### src/rtl/button_conditioner.sv
// Synchronizes and debounces four active-low buttons, emitting one active-low
// single-cycle pulse per press on switch, with optional auto-repeat while held.
module button_conditioner #(
  parameter int unsigned DEBOUNCE_CYCLES = 1_000_000,
  parameter int unsigned HOLD_CYCLES     = 25_000_000,
  parameter int unsigned REPEAT_CYCLES   = 5_000_000,
  parameter bit          REPEAT_EN       = 1'b1
) (
  input  logic       clk,
  input  logic       rst,
  input  logic [3:0] btn_n,
  output logic [3:0] switch,
  output logic [3:0] pressed
);

  localparam int unsigned MAX_DH = (DEBOUNCE_CYCLES > HOLD_CYCLES) ? DEBOUNCE_CYCLES : HOLD_CYCLES;
  localparam int unsigned MAX_C  = (MAX_DH > REPEAT_CYCLES) ? MAX_DH : REPEAT_CYCLES;
  localparam int          CW     = (MAX_C > 1) ? $clog2(MAX_C) : 1;

  localparam logic [CW-1:0] DEB_LAST  = CW'(DEBOUNCE_CYCLES - 1);
  localparam logic [CW-1:0] HOLD_LAST = CW'(HOLD_CYCLES - 1);
  localparam logic [CW-1:0] REP_LAST  = CW'(REPEAT_CYCLES - 1);

  typedef enum logic [2:0] {
    IDLE    = 3'd0,
    ARM     = 3'd1,
    HELD    = 3'd2,
    REPEAT  = 3'd3,
    RELEASE = 3'd4
  } state_t;

  logic [3:0] sync1_q;
  logic [3:0] sync2_q;

  always_ff @(posedge clk or posedge rst) begin
    if (rst) begin
      sync1_q <= 4'b1111;
      sync2_q <= 4'b1111;
    end else begin
      sync1_q <= btn_n;
      sync2_q <= sync1_q;
    end
  end

  for (genvar i = 0; i < 4; i++) begin : g_ch
    state_t        state_q;
    logic [CW-1:0] cnt_q;
    logic          sw_q;
    logic          prs_q;
    logic          s;

    assign s = sync2_q[i];

    // A pulse is only issued when the previous cycle was high, so back-to-back
    // terminal counts (period 1) still leave a gap between pulses.
    always_ff @(posedge clk or posedge rst) begin
      if (rst) begin
        state_q <= IDLE;
        cnt_q   <= '0;
        sw_q    <= 1'b1;
        prs_q   <= 1'b0;
      end else begin
        sw_q  <= 1'b1;
        cnt_q <= cnt_q + CW'(1);
        unique case (state_q)
          IDLE: begin
            cnt_q <= '0;
            if (!s) state_q <= ARM;
          end
          ARM: begin
            if (s) begin
              state_q <= IDLE;
              cnt_q   <= '0;
            end else if (cnt_q == DEB_LAST) begin
              state_q <= HELD;
              cnt_q   <= '0;
              prs_q   <= 1'b1;
              if (sw_q) sw_q <= 1'b0;
            end
          end
          HELD: begin
            if (s) begin
              state_q <= RELEASE;
              cnt_q   <= '0;
            end else if (cnt_q == HOLD_LAST) begin
              if (REPEAT_EN) begin
                state_q <= REPEAT;
                cnt_q   <= '0;
                if (sw_q) sw_q <= 1'b0;
              end else begin
                cnt_q <= cnt_q;
              end
            end
          end
          REPEAT: begin
            if (s) begin
              state_q <= RELEASE;
              cnt_q   <= '0;
            end else if (cnt_q == REP_LAST) begin
              cnt_q <= '0;
              if (sw_q) sw_q <= 1'b0;
            end
          end
          RELEASE: begin
            if (!s) begin
              state_q <= HELD;
              cnt_q   <= '0;
            end else if (cnt_q == DEB_LAST) begin
              state_q <= IDLE;
              cnt_q   <= '0;
              prs_q   <= 1'b0;
            end
          end
          default: begin
            state_q <= IDLE;
            cnt_q   <= '0;
          end
        endcase
      end
    end

    assign switch[i]  = sw_q;
    assign pressed[i] = prs_q;
  end

endmodule

### config.mk
export PLATFORM = sky130hd
export DESIGN_NAME = button_conditioner
export DESIGN_NICKNAME = d
export VERILOG_FILES = /design/src/rtl/button_conditioner.sv
export SDC_FILE = /design/constraint.sdc
export NUM_CORES = 1
export LEC_CHECK = 0
export ABC_AREA = 1
export CAP_MARGIN = 20
export CORE_UTILIZATION = 40
export DETAILED_ROUTE_END_ITERATION = 7
export HOLD_SLACK_MARGIN = 0.15
export PLACE_DENSITY = 0.62
export SYNTH_ARGS = -nofsm -noshare
export SYNTH_HDL_FRONTEND = slang
export SYNTH_SLANG_ARGS = --single-unit
### constraint.sdc
create_clock -name clk -period 5.3 [get_ports clk]
set_clock_uncertainty 0.2 [all_clocks]
set_input_delay 0.53 -clock clk [delete_from_list [all_inputs] [get_ports clk]]
set_output_delay 0.53 -clock clk [all_outputs]
set_load 0.03 [all_outputs]
# == After elaboration in Yosys (flattened, before gate mapping) ==
# Cells that the tools add are included.
# totals
register_bits,128
in_bits,6
output_inout_bits,8
elab_cells,222
# classes
n_addsub,4
n_eq_ne,64
n_mux,120
n_reduce_logical,16
# op_table
operator,count
25-bit two-way mux,28
25-bit case mux with 4 select lines,4
"25-bit by 1-bit adder with 25-bit output, second input constant",4
"25-bit by 20-bit == test with 1-bit output, second input constant",4
"25-bit by 23-bit == test with 1-bit output, second input constant",4
"25-bit == test, second input constant",4
3-bit two-way mux,32
3-bit case mux with 5 select lines,4
"2-bit inequality test, second input constant",24
1-bit two-way mux,44
5-bit AND reduction,8
"3-bit inequality test, second input constant",12
"3-bit by 2-bit == test with 1-bit output, second input constant",8
"3-bit by 1-bit == test with 1-bit output, second input constant",4
"3-bit == test, second input constant",4
3-bit zero test,4
1-bit case mux with 3 select lines,4
1-bit case mux with 2 select lines,4
2-bit nonzero test,4

# == Longest topological paths before layout ==
# Gate-level depths: netlist of the first run.
# logic_depth
word_depth,4
mapped_depth,13
depth_no_buf,12

# == Worst setup path after synthesis of the first run ==
# No wires, ideal clock.
# synth_timing
kind,register to register
startpoint,register g_ch[0].cnt_q[0]
endpoint,register g_ch[0].cnt_q[10]
setup_time_ns,0.126
t_arrival_ns,1.535
t_required_ns,4.974
slack_ns,3.439
stages_incl_launch_ff,12
path_buffers,1
period_less_slack_ns,1.861
path_cell_list,dfrtp_1 -> ha_1 -> nand2_1 -> nor2_4 -> nand3_1 -> inv_1 -> nand4_1 -> nand2_1 -> nand2_1 -> inv_2 -> buf_2 -> a21oi_1
# synth_via
elab_chain_cells,4
elab_cells_between_ends,12
classes_between,add/sub: 1; eq/ne: 3; mux: 8
# synth_lines
item,line_no,rtl
"start, declared",47,logic [CW-1:0] cnt_q;
"start signal, assigned",64,cnt_q <= cnt_q + CW'(1);
"start signal, assigned",91,cnt_q <= cnt_q;
"25-bit by 1-bit adder with 25-bit output, or another cell as far along",64,
25-bit two-way mux (on tied branches) (2 in series),n/a,
25-bit case mux with 4 select lines *,65,unique case (state_q)
# Every way passes the cells marked *; elsewhere a longest branch is shown, timed or not.
# A chain may end at the register's enable or synchronous reset.

# == Worst setup path in the final report of the first run ==
# layout_timing
startpoint,register g_ch[2].sw_q
endpoint,output switch[2]
# layout_rtl
item,line_no,rtl
"start, declared",48,logic sw_q;
"start signal, assigned",60,sw_q <= 1'b1;
"start signal, assigned",63,sw_q <= 1'b1;
"start signal, assigned",78,if (sw_q) sw_q <= 1'b0;
"end, declared",12,"output logic [3:0] switch,"
# No word-level cell between the ends.

==> results of run 1 <==
-- power by group through the flow --
stage / Combinational [µW] / Clock [µW] / Sequential, µW
final: 639 / 1220 / 1110
after global routing: 743 / 1300 / 1120
after CTS: 651 / 1250 / 1110
after detailed placement: 646 / 0 / 1130
after global placement: 646 / 0 / 1120
after floorplan: 568 / 0 / 1110
-- through the flow --
step	power, µW	setup WS (ns)	utilization	hold slack (ns)
6_report	2970	2.93	0.457	0.144
5_1_grt	3160	2.74	0.457	0.157
4_1_cts	3010	2.91	0.457	0.151
3_5_place_dp	1770	2.85	0.425	0.148
3_3_place_gp	1770	2.88	0.425	0.145
2_1_floorplan	1680	1.18	-	0.145
-- area by class of cell --
| class | instances | area share |
|---|---|---|
| clock buffers | 23 | 0.0549 |
| clock inverters | 9 | 0.0146 |
| inverters | 184 | 0.0783 |
| multi-input cells | 773 | 0.437 |
| flip-flops and latches | 128 | 0.362 |
| well taps | 265 | 0.0373 |
| repair buffers | 14 | 0.0155 |
-- cell usage after synthesis --
| cell | instances | area (µm²) |
|---|---|---|
| buf_6 | 6 | 67.6 |
| nand3_2 | 8 | 80.1 |
| a41oi_1 | 1 | 8.76 |
| buf_2 | 5 | 25.0 |
| a31oi_1 | 1 | 6.26 |
| or2_2 | 7 | 43.8 |
| dfstp_2 | 12 | 315 |
| o21ai_0 | 32 | 160 |
| nand3_1 | 100 | 500 |
| dfrtp_1 | 116 | 2900 |
| nor4_4 | 2 | 42.5 |
| a21oi_1 | 37 | 185 |
| o22a_1 | 1 | 8.76 |
| ha_1 | 4 | 50.1 |
| nor3b_1 | 2 | 15.0 |
| xor2_1 | 46 | 403 |
| and3_1 | 4 | 25.0 |
| a22oi_1 | 1 | 7.51 |
| nor4_1 | 2 | 12.5 |
| xnor2_1 | 12 | 105 |
| nand2b_1 | 2 | 12.5 |
| nand4_1 | 39 | 244 |
| nor2b_1 | 7 | 43.8 |
| nand2_2 | 5 | 31.3 |
| o31ai_1 | 1 | 7.51 |
| nor3_2 | 2 | 20.0 |
| nor3_4 | 1 | 16.3 |
| nor3_1 | 39 | 195 |
| nand3_4 | 2 | 35.0 |
| o21bai_1 | 5 | 37.5 |
| nor2_4 | 4 | 45.0 |
| inv_2 | 4 | 15.0 |
| a21boi_0 | 1 | 7.51 |
| nand2_1 | 244 | 916 |
| and2_1 | 4 | 25.0 |
| inv_1 | 180 | 676 |
| buf_4 | 9 | 67.6 |
| o21a_1 | 1 | 7.51 |
| nor2_1 | 156 | 586 |
-- registers in the layout (all words and copies together) (netlist names) --
register,flops
sync1_q,4
sync2_q,4
g_ch.sw_q,4
g_ch.state_q,12
g_ch.prs_q,4
g_ch.cnt_q,100
-- layer usage --
layer | routed length, µm | up-vias | track usage
li1 | - | 3531 | -
met1 | 8480 | 3163 | 0.252
met2 | 7590 | 138 | 0.286
met3 | 621 | 22 | 0.0309
met4 | 309 | 0 | 0.0730
met5 | 0 | - | 0
-- kinds of logic after synthesis --
group | share of synthesized area
adders and majority gates | 0.00629
xor gates and xnor gates | 0.0639
DFF | 0.405
and+or+nand+nor | 0.363
AOI/OAI and AO/OA | 0.0549
buffers and inverters | 0.107
-- worst paths after layout --
| path | from | to | slack [ns] | cells after the start |
|---|---|---|---|---|
| setup / recovery | g_ch[2].sw_q$_DFF_PP1_ | switch[2] | 2.93 | 1 |
| hold / removal | sync1_q[1]$_DFF_PP1_ | sync2_q[1]$_DFF_PP1_ | 0.14 | 0 |
| setup reg to reg | g_ch[3].cnt_q[0]$_DFF_PP0_ | g_ch[3].cnt_q[19]$_DFF_PP0_ | 2.99 | 8 |
| hold reg to reg | sync1_q[1]$_DFF_PP1_ | sync2_q[1]$_DFF_PP1_ | 0.14 | 0 |
| max in group asynchronous | rst | sync1_q[1]$_DFF_PP1_ | 3.39 | 3 |
| min in group asynchronous | rst | g_ch[2].state_q[0]$_DFFE_PP0P_ | 0.42 | 2 |
-- layout by cell type, fill, tap and decap left out, types with 32 or more instances in the layout --
cell     synthesis  final
nand4_1         39     39
dfrtp_1        116    116
o21ai_0         32     32
nand2_1        244    244
a21oi_1         37     37
nor3_1          39     39
nor2_1         156    156
inv_1          180    179
nand3_1        100    100
xor2_1          46     46
==> impl_results.md, run 1 <==
- Worst hold path class: register to register
- Status: complete, no violations
- Gate Count Post-Synth: 1105
- Largest net degree at the start of global routing: 92
- Initial DRC Count: between 500 and 600
- CTS buffer count: 17
- Maximum VDD drop: 0.000197 V
- Multi-input gate area: 3880 µm²
- Seq cells post-synth: 128
- Routed WL: 17000 µm
- Dpl cell area: between 8000 and 9000 µm²
- Filler cells: 1974
- Sequential Area: 3220 µm²
- Drt drc: 0
- Netlist Area Pre-Place: 7950 µm²
- Post-CTS Resized: 0
- Hpwl dp: 12300 µm
- Placeable Area: 19500 µm²
- Critical Path AT: about 1.6 ns
- Fmax: 421 MHz
- Post-CTS Setup Inserts: 0
- Antenna diodes: 0
- First-pass GRT wire length: 29900 µm
- CP startpoint kind: register
- Final Cycle Share: 0.448
- Hold Vio Cnt, Final: 0
- GPL Wtd Cong: 0.920
- Sw frac: 0.318
- Least-Margin Pin Slew: 0.845 ns
- CTS tree: built
- Area delta synth->final: 11.7%
- Sequential share of power: 0.374
- Maximum fanout along the worst path: 3
- Htree depth: 4
- Skew-Pair Late Insertion Delay: 0.42 ns
- Post-synthesis sequential area ratio: 0.405
- Psw: 944 µW
- Ports: 14
- Fin Setup TNS: 0 ns
- Syn_nets: 1115
- CP peak stage delay: 0.67 ns
- # setup viols final: 0
- # clock sinks: 128
- Clock tree buffer depth: 2
- Slowest-stage cell, CP: clkdlybuf4s50_1
- Number of buffers inserted by port buffering: 13
- Delay-heaviest family, CP: buffers and inverters
- Initial antenna violation count: 0
- Initial Utilization: 0.409
- Non-filler instance count after layout: ~1400
- Leak: approximately 0.0043 µW
- GRT Util Overall: 0.183
- Critical-path cell list: clkdlybuf4s50_1
- Crit path buffers/inverters: 1
- Rows: between 50 and 60
- Int Power: 2020 µW
- Yosys warns: 0
- Mean routed wirelength per cell: ~12 µm
- Die Y: between 100 and 150 µm
- Netlist cell types: 39
- Type of the worst setup path: register to output pin
- Critical Path End Type: output pin
- Vias per cell: 4.91
- Max cap viols: 0
- Area of the die: 20400 µm²
- Vias in the first global route: 6362
- Rel. slew slack: 0.437
- Remaining Overflow, GRT: 0
- Syn Area/Cell: 7.20 µm²
- Total vias in the final route: 6854
- Drt pass-1 iters: 5
- Combinational power share: 0.215
- Fraction of layout cells with a size suffix above 1: 0.0698
- RSZ-0062 raised after global routing: no
- Critical path required time: ~4.6 ns
- Layout Nets: between 1000 and 1500
- Final Max Tran Viols: 0
- CTS root buffer: clkbuf_16
- Hold_buf cts: 0
- Final instance area: between 8000 and 9000 µm²
- Part of the power in the clock network: 0.411
- Crit path time final: 2.37 ns
- Clk pin slew, worst setup/hold paths: ~0.06 ns
- ANT nets after route: 0
- DIE WIDTH: 143 µm
- Placed cells: 1364
- PD cells: 334 nW/µm²
No activity file was read; power rests on OpenSTA's default activity.
==> run 2: changes to the inputs <==
==> constraint.sdc (replaced) <==
create_clock -name clk -period 2.4 [get_ports clk]
set_clock_uncertainty 0.2 [all_clocks]
set_input_delay 0.24 -clock clk [delete_from_list [all_inputs] [get_ports clk]]
set_output_delay 0.24 -clock clk [all_outputs]
set_load 0.03 [all_outputs]
==> impl_results.md, run 2 (synthesis gave the netlist of run 1 again) <==
- Post-CTS Setup Inserts: 0 (unchanged)
- Antenna diodes: 0 (unchanged)
- Die Y: 143 µm (unchanged)
- Area delta synth->final: 12.7% (was 11.7%)
- Initial Utilization: 0.409 (unchanged)
- Number of buffers inserted by port buffering: 13 (unchanged)
- RSZ-0062 raised after global routing: no (unchanged)
- Initial antenna violation count: 0 (unchanged)
- Layout Nets: 1144 (was 1128)
- # setup viols final: 0 (unchanged)
- Rel. slew slack: 0.629 (was 0.437)
- Most flops, register: g_ch.cnt_q (unchanged)
- Worst hold path class: register to register (unchanged)
- Placeable Area: 19500 µm² (unchanged)
- Vias in the first global route: 6568 (was 6362)
- CTS buffer count: 17 (unchanged)
- Status: complete, no violations (unchanged)
- CP startpoint: g_ch[0].cnt_q[0]$_DFF_PP0_ (was g_ch[2].sw_q$_DFF_PP1_)
- Htree depth: 4 (unchanged)
- HP Start: sync1_q[2]$_DFF_PP1_ (was sync1_q[1]$_DFF_PP1_)
- Final Max Tran Viols: 0 (unchanged)
- Total vias in the final route: 6960 (was 6854)
- Ports: 14 (unchanged)
- Critical path required time: 2.50 ns (was 4.57 ns)
- Fmax: 461 MHz
- Final Power: 6290 µW (was 2970 µW)
- Type of the worst setup path: register to register (was register to output pin)
- # clock sinks: 128 (unchanged)
- Critical Path AT: 2.27 ns (was 1.64 ns)
- Largest registers: g_ch.cnt_q: 100 flops, g_ch.state_q: 12 flops (unchanged)
- CP startpoint kind: register (unchanged)
- Highest-count cells in the layout ignoring fill and taps: nand2_1 (243), inv_1 (179), nor2_1 (156), dfrtp_1 (116), nand3_1 (100) (was nand2_1 (244), inv_1 (179), nor2_1 (156), dfrtp_1 (116), nand3_1 (100))
- Max cap viols: 0 (unchanged)
- Skew-Pair Late Insertion Delay: 0.42 ns (about the same)
- Maximum VDD drop: 0.000405 V (was 0.000197 V)
- PD cells: 702 nW/µm² (was 334 nW/µm²)
- First-pass GRT wire length: 30300 µm (was 29900 µm)
- Fraction of layout cells with a size suffix above 1: 0.0767 (was 0.0698)
- GRT Util Overall: 0.186 (was 0.183)
- Leak: 0.00432 µW (was 0.00428 µW)
- Drt drc: 0 (unchanged)
- Maximum fanout along the worst path: 8 (was 3)
- Drt pass-1 iters: 6 (was 5)
- Remaining Overflow, GRT: 0 (unchanged)
- R2r startpoint: g_ch[0].cnt_q[0]$_DFF_PP0_ (was g_ch[3].cnt_q[0]$_DFF_PP0_)
- Hold Vio Cnt, Final: 0 (unchanged)
- Hpwl dp: 12900 µm (was 12300 µm)
- Critical Path End Type: register (was output pin)
- DIE WIDTH: 143 µm (unchanged)
- Routed WL: 17600 µm (was 17000 µm)
- CTS tree: built (unchanged)
- Mean routed wirelength per cell: 12.5 µm (was 12.2 µm)
- Fin Setup TNS: 0 ns (unchanged)
- Crit path time final: 2.17 ns
- Rows: 51 (unchanged)
- Area of the die: 20400 µm² (unchanged)
- GPL Wtd Cong: 0.895 (was 0.920)
- Vias per cell: 4.93 (was 4.91)
- Clock tree buffer depth: 2 (unchanged)
- Largest net degree at the start of global routing: 42 (was 92)
- Clk pin slew, worst setup/hold paths: 0.06 ns (about the same)
- ANT nets after route: 0 (unchanged)
- Commonest non-fill, non-tap cell in the layout: nand2_1 (unchanged)
- Max reg flops: 100 (unchanged)
- Initial DRC Count: 593 (was 514)
- Final Cycle Share: 0.905
- Least-Margin Pin Slew: 0.556 ns (was 0.845 ns)
- CTS root buffer: clkbuf_16 (unchanged)
-- run 2: where the power goes --
group | switching [µW] | internal [µW]
sequential | 128 | 2320
clock | 931 | 1390
combinational | 1030 | 486
-- run 2: critical path, stage by stage (launching register included) --
cell     delay, ns
dfrtp_1       0.37
ha_1          0.19
nand2_1       0.09
nor2_4        0.13
nand3_1       0.16
inv_1         0.11
nand4_1       0.15
nand2_2       0.14
nand2_1       0.08
inv_2         0.15
buf_4         0.19
a21oi_1       0.08
-- run 2: layout make-up --
type / count / area [µm²]
fillers: 1976 / 10500
multi-input cells: 773 / 3890
flip-flops and latches: 128 / 3220
inverters: 184 / 694
clock buffers: 25 / 485
well taps: 265 / 332
repair buffers: 30 / 312
clock inverters: 7 / 37.5
-- run 2: worst paths after layout --
kind | slack, ns | to | cells after the start
worst min register to register | 0.15 | sync2_q[2]$_DFF_PP1_ | 0
worst max-delay path | 0.23 | g_ch[0].cnt_q[18]$_DFF_PP0_ | 11
max in group asynchronous | 0.75 | g_ch[3].sw_q$_DFF_PP1_ | 4
min in group asynchronous | 0.57 | g_ch[0].cnt_q[9]$_DFF_PP0_ | 3
worst min-delay path | 0.15 | sync2_q[2]$_DFF_PP1_ | 0
worst max register to register | 0.23 | g_ch[0].cnt_q[18]$_DFF_PP0_ | 11
-- run 2: repair_timing --
action | CTS | global route
hold buffers | 5 | 0
setup endpoints to repair | 0 | 19
resized for setup | 0 | 2
hold endpoints to repair | 20 | 0
-- run 2: per-layer routing --
| metal | vias to the layer above | track usage | share of wire |
|---|---|---|---|
| met5 | - | 0 | 0 |
| met1 | 3215 | 0.255 | 0.49 |
| met3 | 28 | 0.0309 | 0.041 |
| li1 | 3550 | - | - |
| met2 | 167 | 0.291 | 0.45 |
| met4 | 0 | 0.0747 | 0.018 |
-- run 2: stage by stage --
stage | utilization | hold WS, ns | worst slack [ns] | instances | instance area (µm²)
finish | 0.461 | 0.155 | 0.229 | 1412 | 8960
global placement | 0.431 | 0.146 | 0.216 | 1375 | 8390
detailed placement | 0.431 | 0.149 | 0.190 | 1375 | 8390
CTS | 0.460 | 0.157 | 0.177 | 1412 | 8960
global route | 0.461 | 0.158 | 0.0113 | 1412 | 8960
floorplan | - | 0.0445 | 0.389 | 1105 | 7960
==> run 3: changes to the inputs <==
--- a/config.mk
+++ b/config.mk
@@ -7,10 +7,11 @@
 export LEC_CHECK = 0
 export ABC_AREA = 1
 export CAP_MARGIN = 20
-export CORE_UTILIZATION = 40
+export CORE_UTILIZATION = 65
+export CTS_BUF_LIST = sky130_fd_sc_hd__clkbuf_4
 export DETAILED_ROUTE_END_ITERATION = 7
 export HOLD_SLACK_MARGIN = 0.15
-export PLACE_DENSITY = 0.62
+export PLACE_DENSITY = 0.9
 export SYNTH_ARGS = -nofsm -noshare
 export SYNTH_HDL_FRONTEND = slang
 export SYNTH_SLANG_ARGS = --single-unit
==> impl_results.md, run 3 (synthesis gave the netlist of run 1 again) <==
- PnR worst setup slack: 0.159 ns (was 0.229 ns)
- Fraction of layout cells with a size suffix above 1: 0.0712 (was 0.0767)
- RSZ-0062 raised after global routing: no (unchanged)
- ANT nets after route: 0 (unchanged)
- CTS buffer count: 17 (unchanged)
- CP peak stage delay: 0.39 ns (was 0.37 ns)
- Fmax: 446 MHz (was 461 MHz)
- Dpl cell area: 8160 µm² (was 8390 µm²)
- Post-CTS Setup Inserts: 0 (unchanged)
- GRT Util Overall: 0.280 (was 0.186)
- Rel. slew slack: 0.567 (was 0.629)
- Ports: 14 (unchanged)
- Number of buffers inserted by port buffering: 13 (unchanged)
- Status: complete, no violations (unchanged)
- R2r startpoint: g_ch[2].cnt_q[1]$_DFF_PP0_ (was g_ch[0].cnt_q[0]$_DFF_PP0_)
- CP startpoint: g_ch[2].cnt_q[1]$_DFF_PP0_ (was g_ch[0].cnt_q[0]$_DFF_PP0_)
- Clock tree buffer depth: 2 (unchanged)
- Crit path time final: 2.24 ns (was 2.17 ns)
- Maximum fanout along the worst path: 25 (was 8)
- Initial DRC Count: 611 (was 593)
- Hold Vio Cnt, Final: 0 (unchanged)
- Critical path required time: 2.64 ns (was 2.50 ns)
- Max cap viols: 0 (unchanged)
- Final Max Tran Viols: 0 (unchanged)
- # clock sinks: 128 (unchanged)
- Mean routed wirelength per cell: 12.9 µm (was 12.5 µm)
- Slowest-stage cell, CP: dfrtp_1 (unchanged)
- # setup viols final: 0 (unchanged)
- Largest registers: g_ch.cnt_q: 100 flops, g_ch.state_q: 12 flops (unchanged)
- Vias in the first global route: 6725 (was 6568)
- Type of the worst setup path: register to register (unchanged)
- Reg2Reg Capture Point: g_ch[2].cnt_q[2]$_DFF_PP0_ (was g_ch[0].cnt_q[18]$_DFF_PP0_)
- Leak: 0.00419 µW (was 0.00432 µW)
- Critical-path cell list: ha_1 -> nand3_2 -> nor4_4 -> nand3_1 -> nand2_2 -> nand3_4 -> and2_1 (was ha_1 -> nand2_1 -> nor2_4 -> nand3_1 -> inv_1 -> nand4_1 -> nand2_2 -> nand2_1 -> inv_2 -> buf_4 -> a21oi_1)
- Critical Path End Type: register (unchanged)
- Initial Utilization: 0.665 (was 0.409)
- Antenna diodes: 0 (unchanged)
- Reg2Reg Depth: 7 (was 11)
- Total vias in the final route: 7073 (was 6960)
- Post-Place Worst Slack: 0.175 ns (was 0.190 ns)
- CP startpoint kind: register (unchanged)
- Hpwl dp: 12000 µm (was 12900 µm)
- Area of the die: 12700 µm² (was 20400 µm²)
- Placed cells: 1248 (was 1375)
- GPL Wtd Cong: 1.00 (was 0.895)
- PD cells: 650 nW/µm² (was 702 nW/µm²)
- Maximum VDD drop: 0.000459 V (was 0.000405 V)
- Htree depth: 4 (unchanged)
- Vias per cell: 5.50 (was 4.93)
- Commonest non-fill, non-tap cell in the layout: nand2_1 (unchanged)
- Worst hold path class: register to register (unchanged)
- Critical path endpoint: g_ch[2].cnt_q[2]$_DFF_PP0_ (was g_ch[0].cnt_q[18]$_DFF_PP0_)
- Fin Setup TNS: 0 ns (unchanged)
- Routed WL: 16500 µm (was 17600 µm)
- Area delta synth->final: 7.27% (was 12.7%)
- Critical Path AT: 2.49 ns (was 2.27 ns)
- Die Y: 113 µm (was 143 µm)
- Highest-count cells in the layout ignoring fill and taps: nand2_1 (244), inv_1 (179), nor2_1 (156), dfrtp_1 (116), nand3_1 (100) (was nand2_1 (243), inv_1 (179), nor2_1 (156), dfrtp_1 (116), nand3_1 (100))
- Layout Nets: 1135 (was 1144)
- CTS root buffer: clkbuf_4 (was clkbuf_16)
- First-pass GRT wire length: 28500 µm (was 30300 µm)
- Most flops, register: g_ch.cnt_q (unchanged)
- Final Power: 5550 µW (was 6290 µW)
- Non-filler instance count after layout: 1285 (was 1412)
- DIE WIDTH: 113 µm (was 143 µm)
- Final Cycle Share: 0.934 (was 0.905)
- Remaining Overflow, GRT: 0 (unchanged)
- Initial antenna violation count: 0 (unchanged)
- Flop2flop setup slack: 0.16 ns (was 0.23 ns)
- Final instance area: 8530 µm² (was 8960 µm²)
- Clk pin slew, worst setup/hold paths: 0.11 ns (was 0.06 ns)
- Max reg flops: 100 (unchanged)
- CTS tree: built (unchanged)
- Rows: 40 (was 51)
- Skew-Pair Late Insertion Delay: 0.55 ns (was 0.42 ns)
- Drt pass-1 iters: 5 (was 6)
- Filler cells: 987 (was 1976)
- Least-Margin Pin Slew: 0.650 ns (was 0.556 ns)
- Largest net degree at the start of global routing: 129 (was 42)
- Placeable Area: 12000 µm² (was 19500 µm²)
- Drt drc: 0 (unchanged)
==> run 3: cell types whose count changed in the layout (fill, tap and decap cells not counted), sizes merged <==
cell / delta
buf: -9
bufinv: +4
clkbuf: -5
clkinv: +1
clkinvlp: +1
inv: -1
==> run 3: worst min-delay path by stage <==
stage | from | end | slack (ns) | cells after the start
detailed placement | sync1_q[2]$_DFF_PP1_ | sync2_q[2]$_DFF_PP1_ | 0.15 | 0
CTS | sync1_q[3]$_DFF_PP1_ | sync2_q[3]$_DFF_PP1_ | 0.16 | 0
global route | sync1_q[3]$_DFF_PP1_ | sync2_q[3]$_DFF_PP1_ | 0.17 | 0
global placement | sync1_q[3]$_DFF_PP1_ | sync2_q[3]$_DFF_PP1_ | 0.15 | 0
floorplan | btn_n[0] | sync1_q[0]$_DFF_PP1_ | 0.04 | 0
finish | sync1_q[3]$_DFF_PP1_ | sync2_q[3]$_DFF_PP1_ | 0.16 | 0
==> run 3: critical path: cells and delay by family (launching register included) <==
family | cells | cell delay (ns)
AND/OR/NAND/NOR | 6 | 1.34
adder cells (fa/ha/maj) | 1 | 0.20
flip-flops | 1 | 0.39
==> run 3: layout make-up <==
cell class / instances / area [µm²] / area share
Clock buffer: 20 / 150 / 0.0176
Clock inverter: 12 / 166 / 0.0195
Inverter: 184 / 696 / 0.0815
Multi-Input combinational cell: 773 / 3890 / 0.456
Sequential cell: 128 / 3220 / 0.377
Tap cell: 147 / 184 / 0.0216
Timing Repair Buffer: 21 / 228 / 0.0267
==> run 3: per-layer routing <==
layer	wire length [µm]	global-route usage
met5	0	0
met4	433	0.159
met3	855	0.0621
met2	7680	0.452
met1	7550	0.350
==> run 3: repair_timing <==
action,4_1_cts,5_1_grt
hold buffers,5,0
endpoints found under the setup margin,0,1
gates resized for setup,0,2
endpoints found under the hold margin,120,0
==> run 3: metrics by stage <==
stage	utilization	hold WS, ns
4_1_cts	0.713	0.165
3_5_place_dp	0.682	0.148
5_1_grt	0.713	0.166
6_report	0.713	0.163
3_3_place_gp	0.682	0.145
2_1_floorplan	-	0.0445
==> run 3: power breakdown <==
group          switching (µW)  total (µW)  internal [µW]
sequential                132        2450           2320
clock                     796        1650            850
combinational             995        1450            458
